### config.mk
export PLATFORM = sky130hd
export DESIGN_NAME = sound_sequencer
export DESIGN_NICKNAME = d
export VERILOG_FILES = /design/src/rtl/audio_pkg.sv /design/src/rtl/audio_lr_sync.sv /design/src/rtl/sound_sequencer.sv
export SDC_FILE = /design/constraint.sdc
export NUM_CORES = 1
export LEC_CHECK = 0
export BUFFER_PORTS_ARGS = -buffer_cell sky130_fd_sc_hd__buf_2
export CAP_MARGIN = 20
export CORE_MARGIN = 2
export CORE_UTILIZATION = 34
export CTS_CLUSTER_DIAMETER = 80
export DETAILED_ROUTE_END_ITERATION = 10
export SLEW_MARGIN = 5
export SYNTH_ARGS = -nofsm -noshare
export SYNTH_HDL_FRONTEND = slang
export SYNTH_SLANG_ARGS = --single-unit
export TNS_END_PERCENT = 10
### constraint.sdc
create_clock -name clk -period 4.3 [get_ports clk]
set_input_delay 0.43 -clock clk [delete_from_list [all_inputs] [get_ports clk]]
set_output_delay 0.43 -clock clk [all_outputs]
set_load 0.03 [all_outputs]
### src/rtl/audio_pkg.sv
// Shared audio definitions: sound identifiers, sample ROM layout and sequencer states.
package audio_pkg;

    typedef enum logic {SND_TIC, SND_EXPL} sound_id_t;

    typedef enum logic [1:0] {IDLE, FIRE, PLAY} seq_state_t;

    // Sample ROM layout as seen by the player
    localparam int unsigned TIC_ROM_START  = 0;
    localparam int unsigned TIC_ROM_END    = 3846;
    localparam int unsigned EXPL_ROM_START = 3847;
    localparam int unsigned EXPL_ROM_END   = 11964;

    // One sample is consumed per LR frame
    localparam int unsigned TIC_ROM_FRAMES   = TIC_ROM_END - TIC_ROM_START + 1;
    localparam int unsigned EXPL_ROM_FRAMES  = EXPL_ROM_END - EXPL_ROM_START + 1;
    localparam int unsigned SEQ_GUARD_FRAMES = 2;

endpackage

### src/rtl/audio_lr_sync.sv
// Brings the codec LR clock into the clk domain and flags its falling edges.
module audio_lr_sync (
    input  logic clk,
    input  logic reset_n,
    input  logic audio_lr,
    output logic lr_fall
);

    logic lr_meta;
    logic lr_sync;
    logic lr_hist;

    // Two-flop synchroniser followed by a history flop for edge detection
    always_ff @(posedge clk or negedge reset_n) begin
        if (!reset_n) begin
            lr_meta <= 1'b0;
            lr_sync <= 1'b0;
            lr_hist <= 1'b0;
        end else begin
            lr_meta <= audio_lr;
            lr_sync <= lr_meta;
            lr_hist <= lr_sync;
        end
    end

    assign lr_fall = lr_hist & ~lr_sync;

endmodule

### src/rtl/sound_sequencer.sv
// Queues game sound events and issues one trigger at a time to the sample player,
// timing playback by counting LR frames since the player has no busy output.
module sound_sequencer #(
    parameter int unsigned TICTAC_FRAMES    = audio_pkg::TIC_ROM_FRAMES,
    parameter int unsigned EXPLOSION_FRAMES = audio_pkg::EXPL_ROM_FRAMES,
    parameter int unsigned GUARD_FRAMES     = audio_pkg::SEQ_GUARD_FRAMES,
    parameter int unsigned PEND_W           = 2,
    parameter int unsigned FRM_W            = 14
) (
    input  logic              clk,
    input  logic              reset_n,
    input  logic              audio_lr,
    input  logic              ev_tictac,
    input  logic              ev_explosion,
    input  logic              mute,
    output logic              tictac,
    output logic              explosion,
    output logic              busy,
    output logic              drop,
    output logic [PEND_W-1:0] pend_tictac,
    output logic [PEND_W-1:0] pend_explosion
);

    import audio_pkg::*;

    localparam logic [FRM_W-1:0] TIC_LOAD  = FRM_W'(TICTAC_FRAMES + GUARD_FRAMES);
    localparam logic [FRM_W-1:0] EXPL_LOAD = FRM_W'(EXPLOSION_FRAMES + GUARD_FRAMES);

    seq_state_t        state_q;
    seq_state_t        state_d;
    sound_id_t         sel_q;
    sound_id_t         sel_d;
    logic [FRM_W-1:0]  frm_q;
    logic [FRM_W-1:0]  frm_d;
    logic              disp_tic;
    logic              disp_expl;
    logic [PEND_W-1:0] pend_tic_d;
    logic [PEND_W-1:0] pend_expl_d;
    logic              sat_tic;
    logic              sat_expl;
    logic              lr_fall;

    audio_lr_sync u_lr_sync (
        .clk      (clk),
        .reset_n  (reset_n),
        .audio_lr (audio_lr),
        .lr_fall  (lr_fall)
    );

    // Next state: dispatch from IDLE (explosion first), one FIRE cycle, then count frames
    always_comb begin
        state_d   = state_q;
        sel_d     = sel_q;
        frm_d     = frm_q;
        disp_tic  = 1'b0;
        disp_expl = 1'b0;
        unique case (state_q)
            IDLE: begin
                if (!mute) begin
                    if (pend_explosion != '0) begin
                        state_d   = FIRE;
                        sel_d     = SND_EXPL;
                        frm_d     = EXPL_LOAD;
                        disp_expl = 1'b1;
                    end else if (pend_tictac != '0) begin
                        state_d  = FIRE;
                        sel_d    = SND_TIC;
                        frm_d    = TIC_LOAD;
                        disp_tic = 1'b1;
                    end
                end
            end
            FIRE: begin
                state_d = PLAY;
            end
            PLAY: begin
                if (lr_fall) begin
                    frm_d = frm_q - FRM_W'(1);
                    if (frm_q == FRM_W'(1)) begin
                        state_d = IDLE;
                    end
                end
            end
            default: begin
                state_d = IDLE;
            end
        endcase
    end

    // Pending counts: mute flushes, simultaneous event and dispatch cancel, saturation drops
    always_comb begin
        pend_tic_d  = pend_tictac;
        pend_expl_d = pend_explosion;
        sat_tic     = 1'b0;
        sat_expl    = 1'b0;
        if (mute) begin
            pend_tic_d  = '0;
            pend_expl_d = '0;
        end else begin
            if (ev_tictac && !disp_tic) begin
                if (pend_tictac == '1) begin
                    sat_tic = 1'b1;
                end else begin
                    pend_tic_d = pend_tictac + PEND_W'(1);
                end
            end else if (disp_tic && !ev_tictac) begin
                pend_tic_d = pend_tictac - PEND_W'(1);
            end
            if (ev_explosion && !disp_expl) begin
                if (pend_explosion == '1) begin
                    sat_expl = 1'b1;
                end else begin
                    pend_expl_d = pend_explosion + PEND_W'(1);
                end
            end else if (disp_expl && !ev_explosion) begin
                pend_expl_d = pend_explosion - PEND_W'(1);
            end
        end
    end

    // State, counters and registered outputs
    always_ff @(posedge clk or negedge reset_n) begin
        if (!reset_n) begin
            state_q        <= IDLE;
            sel_q          <= SND_TIC;
            frm_q          <= '0;
            pend_tictac    <= '0;
            pend_explosion <= '0;
            drop           <= 1'b0;
            tictac         <= 1'b0;
            explosion      <= 1'b0;
            busy           <= 1'b0;
        end else begin
            state_q        <= state_d;
            sel_q          <= sel_d;
            frm_q          <= frm_d;
            pend_tictac    <= pend_tic_d;
            pend_explosion <= pend_expl_d;
            drop           <= sat_tic | sat_expl;
            tictac         <= (state_d == FIRE) && (sel_d == SND_TIC);
            explosion      <= (state_d == FIRE) && (sel_d == SND_EXPL);
            busy           <= (state_d != IDLE);
        end
    end

endmodule

# After elaboration in Yosys (flattened, before gate mapping)
# Cells that the tools add are included.
# totals
ram_bits	0
output_inout_bits	8
in_bits	6
latch_bits	0
mem_count	0
wordCells	88
register_bits	28
mem_bits_ro	0
# op_classes
bitwise_logic	4
reduce_logical	20
div_mod_pow	0
order_cmp	0
n_eq_ne	11
addsub	5
mul	0
shift	0
n_mux	36
# ops
operator	n
14-bit two-way mux	4
14-bit one-hot mux with 2 select lines	1
2-bit two-way mux	13
1-bit two-way mux	17
14-bit by 1-bit equality test with 1-bit output (second input constant)	1
14-bit by 1-bit subtractor with 14-bit output (second input constant)	1
3-bit != test (second input constant)	3
2-bit nonzero test	4
2-bit equality test (second input constant)	3
1-bit logical AND	6
2-bit one-hot mux with 3 select lines	1
3-bit nonzero test	2
2-bit by 1-bit adder with 2-bit output (second input constant)	2
2-bit by 1-bit equality test with 1-bit output (second input constant)	2
1-bit logical NOT	4
2-bit != test (second input constant)	2
2-bit AND reduction	2
4-bit AND reduction	1
2-bit by 1-bit subtractor with 2-bit output (second input constant)	2
2-bit logical NOT	1
1-bit inverter	2
1-bit bitwise AND	1
1-bit bitwise OR	1

# Longest topological paths before layout
# depth
depth_word	10
depth_mapped	7
depth_no_buf	6

# Hierarchy
# A second synthesis with hierarchy kept.
# unflattened
cells_unflattened	154
area_unflattened_um2	1430.1
# by_module_without_submodules
mod	cells_per_inst	seq_area_each_um2	instances	area_each_um2
sound_sequencer	150	600.6	1	1341.3
audio_lr_sync	4	75.1	1	88.8

# Least setup slack after synthesis
# OpenSTA, ideal clock, no wires.
# synth_timing
kind	register to register
startpoint	register pend_explosion[1]
endpoint	register frm_q[6]
synth_period_minus_slack_ns	1.906
n_path_buf	3
arrival_ns	1.829
path_stages_with_launch	8
required_ns	4.223
setup_slack_ns	2.394
setup_time_ns	0.077
path_cell_list	dfrtp_1 -> clkbuf_1 -> nor4_1 -> o22a_1 -> buf_6 -> clkbuf_1 -> o21ai_0 -> a21oi_1
# synth_via
elab_chain_len	4
word_cells_on_any_way	6
classes_between	1 x eq/ne; 3 x mux; 2 x reduce/logical
# synth_rtl
item	line_no	rtl
start, declared	sound_sequencer.sv:21	output logic [PEND_W-1:0] pend_explosion
start signal, assigned	sound_sequencer.sv:138	pend_explosion <= pend_expl_d;
2-bit nonzero test (*)	sound_sequencer.sv:60	if (pend_explosion != '0) begin
14-bit two-way mux	sound_sequencer.sv:60	
14-bit two-way mux	sound_sequencer.sv:59	if (!mute) begin
14-bit one-hot mux with 2 select lines	sound_sequencer.sv:57	unique case (state_q)
end signal, assigned	sound_sequencer.sv:136	frm_q <= frm_d;
end, declared	sound_sequencer.sv:33	logic [FRM_W-1:0] frm_q;
# Every way passes the cells marked *; elsewhere a longest branch is shown, timed or not. The select of a mux whose other input is x is not followed.
# A chain may end at the register's enable or synchronous reset.

# Final worst setup path
# layout_timing
startpoint	register state_q[1]
endpoint	register frm_q[13]
# layout_via
elab_chain_len	3
word_cells_on_any_way	8
classes_between	4 x eq/ne; 1 x mux; 3 x reduce/logical
# layout_rtl
item	line_no	rtl
start, declared	sound_sequencer.sv:29	seq_state_t state_q;
start signal, assigned	sound_sequencer.sv:134	state_q <= state_d;
2-bit equality test or 2-bit logical NOT (tied branches)	sound_sequencer.sv:57	
2-bit != test (no source line), or another cell as far along	-	
4-bit AND reduction (no source line)	-	
# Parallel ways exist; a longest one is shown, timed or not.

==> results_dict.tcl <==
set metrics [dict create \
    p_total_uw 888 \
    drc_errors 0 \
    clk_path_buf_depth 2 \
    crit_buf_inv 0 \
    regToRegSetupSlack_ns 2.12 \
    setup_violations 0 \
    grt_usage 0.151 \
    netlist_area_sq_mm 0.00139 \
    ant_nets 0 \
    finClkSkew_ns 0.00463 \
    startpoint_type "register" \
    async_reset_ff_frac 1.00 \
    arrival_ns 2.39 \
    nNetsFinal 169 \
    p_leak_uw 0.000644 \
    p_per_area_mw_per_mm2 582 \
    cp.depth 4 \
    diodes 0 \
    status "completed" \
    crit_end "frm_q[13]" \
    synthFlopType "dfrtp_1" \
    wl_um 2970 \
    cts_resized 0 \
    crit_slowest_cell "or4_1" \
    cts_hold_buf 0 \
    gp_congestion 0.829 \
    critical_path.top_delay_family "simple AND/OR/NAND/NOR gates" \
    grt_first_pass_wirelength_um 5260 \
    wl_per_cell_um 14.1 \
    max_freq_ghz 0.458 \
    synth_edf_count 0 \
    grt_pass1_vias 1121 \
    syn_to_final_growth_pct 9.81 \
    die_w_um 67.9 \
    grt_start_max_net_pins 28 \
    synth_top_area_cell "dfrtp_1" \
    placedCellCount 206 \
    insertion_delay_ns 0.27 \
    place_hpwl_um 2160 \
    clkTransAtPathRegs_ns 0.09 \
    slew_headroom 0.410 \
    timing.rr.end "frm_q[13]" \
    peakVddDrop_uv 335 \
    root_buffer "clkbuf_8" \
    grt_antenna_before_repair 0 \
    io_pins 14 \
    max_slew.worst_pin.slew_ns 0.883 \
    initial_core_util 0.350 \
    synth_area_leaders "dfrtp_1 49%, o21ai_0 6.8%, a21oi_1 4.3%" \
    cp_slowest_stage_delay_ns 0.54 \
    synth_cell_type_count 36 \
    endpoint_kind "register" \
    avgSynthCellArea_sq_um 9.33 \
    synthDominantCellAreaShare 0.486 \
    via_count 1173 \
    drtPass1Iterations 4 \
    core_area_sq_mm 0.00397 \
    hold_violations 0 \
    ys_seq_area_frac 0.486 \
    r2r_cells 4 \
    hold_class "primary input to asynchronous set/reset pin" \
    drive_gt1_frac 0.119 \
    cp_max_fo 19 \
    yosysMostFrequentCell "dfrtp_1" \
    htree_levels 1 \
    syn-num-nets 157 \
    synth_warnings 0 \
    num_rows 23 \
    numCtsBuffers 3 \
    crit_chain "or3_1, o22a_1, or4_1, a21oi_1" \
    stdcell_count 210 \
    synth_common_cells "27 x dfrtp_1, 19 x o21ai_0, 12 x a21oi_1" \
    die_area_sq_mm 0.00462 \
    place.port_buffers 13 \
    drtIter0Drc 79 \
    startpoint "state_q[1]" \
    clkSinkCount 27 \
    timing.setup.tns_ns 0 \
    cts_setup_buffers 0 \
    finalWorstPathRequiredPeriod_ns 2.18 \
    critical_path_class "register to register" \
    rr_startpoint "state_q[1]" \
    synth_seq_cells 27 \
    post-route-period-util 0.508 \
    via_per_inst 5.59 \
    cts_tree "built" \
    synthCells 149 \
    overflow 0 \
    rsz0062_at_grt "no" \
    die_h_um 67.9 \
    drv_cap 0 \
    filler_cell_count 409 \
    drv_slew 0 \
    required_ns 4.50 \
]
==> worst min path at each step <==
stage                             end               from  cells past startpoint
finish                           drop            reset_n                      1
global route                     drop            reset_n                      1
CTS                        state_q[1]            reset_n                      1
detailed placement  u_lr_sync.lr_sync  u_lr_sync.lr_meta                      0
global placement    u_lr_sync.lr_sync  u_lr_sync.lr_meta                      0
floorplan                        busy            reset_n                      0
==> sequential cells by signal, summed over array words and instances, names as in the netlist <==
name,cells
u_lr_sync.lr_sync,1
busy,1
pend_explosion,2
state_q,2
explosion,1
u_lr_sync.lr_hist,1
frm_q,14
pend_tictac,2
drop,1
u_lr_sync.lr_meta,1
tictac,1
==> metrics by stage <==
step | area [sq um] | utilization | hold WS, ns | worst slack (ns)
floorplan | 1390 | - | 0.134 | 2.39
global placement | 1480 | 0.373 | 0.338 | 2.16
detailed placement | 1480 | 0.373 | 0.339 | 2.08
CTS | 1530 | 0.384 | 0.165 | 2.14
global route | 1530 | 0.384 | 0.183 | 1.94
finish | 1530 | 0.384 | 0.144 | 2.12
==> area by class of cell <==
class	instances	area, sq um	share of cell area
sequential	27	676	0.443
multi-input combinational	109	651	0.426
timing repair buffer	13	65.1	0.0426
tap	50	62.6	0.0410
clock buffer	3	41.3	0.0270
inverter	7	26.3	0.0172
clock inverter	1	5.00	0.00328
==> cell families after synthesis <==
| group | Yosys count | share of synthesized area |
|---|---|---|
| AO/OA/AOI/OAI | 53 | 0.232 |
| adder cells (fa/ha/maj) | 2 | 0.0180 |
| buffers and inverters | 13 | 0.0459 |
| flip-flops | 27 | 0.486 |
| AND/OR/NAND/NOR | 54 | 0.218 |
==> layout by cell type, fill, tap and decap left out, drive strengths merged, types with 2 or more instances in the layout <==
cell	count
a21oi	12
a2111oi	2
nor3	8
inv	7
nand3	5
ha	2
o21ai	19
a41oi	2
dfrtp	27
buf	13
nor2b	2
a211o	2
or3	3
nor3b	2
and4	2
nor2	8
a21o	2
nand2b	3
a31oi	7
or4	3
clkbuf	3
nor4	4
o31ai	2
nand2	8
==> where the power goes <==
group,switching (uW),internal (uW)
Combinational,227,123
Sequential,77.5,319
Clock,75.8,64.9
==> metal layers <==
layer / GRT usage / wire, um / vias up
met1: 0.217 / 1450 / 567
li1: - / - / 582
met2: 0.225 / 1400 / 19
met5: 0 / 0 / -
met3: 0.0345 / 95 / 5
met4: 0.0500 / 21 / 0
Power figures use the tool's default switching activity.
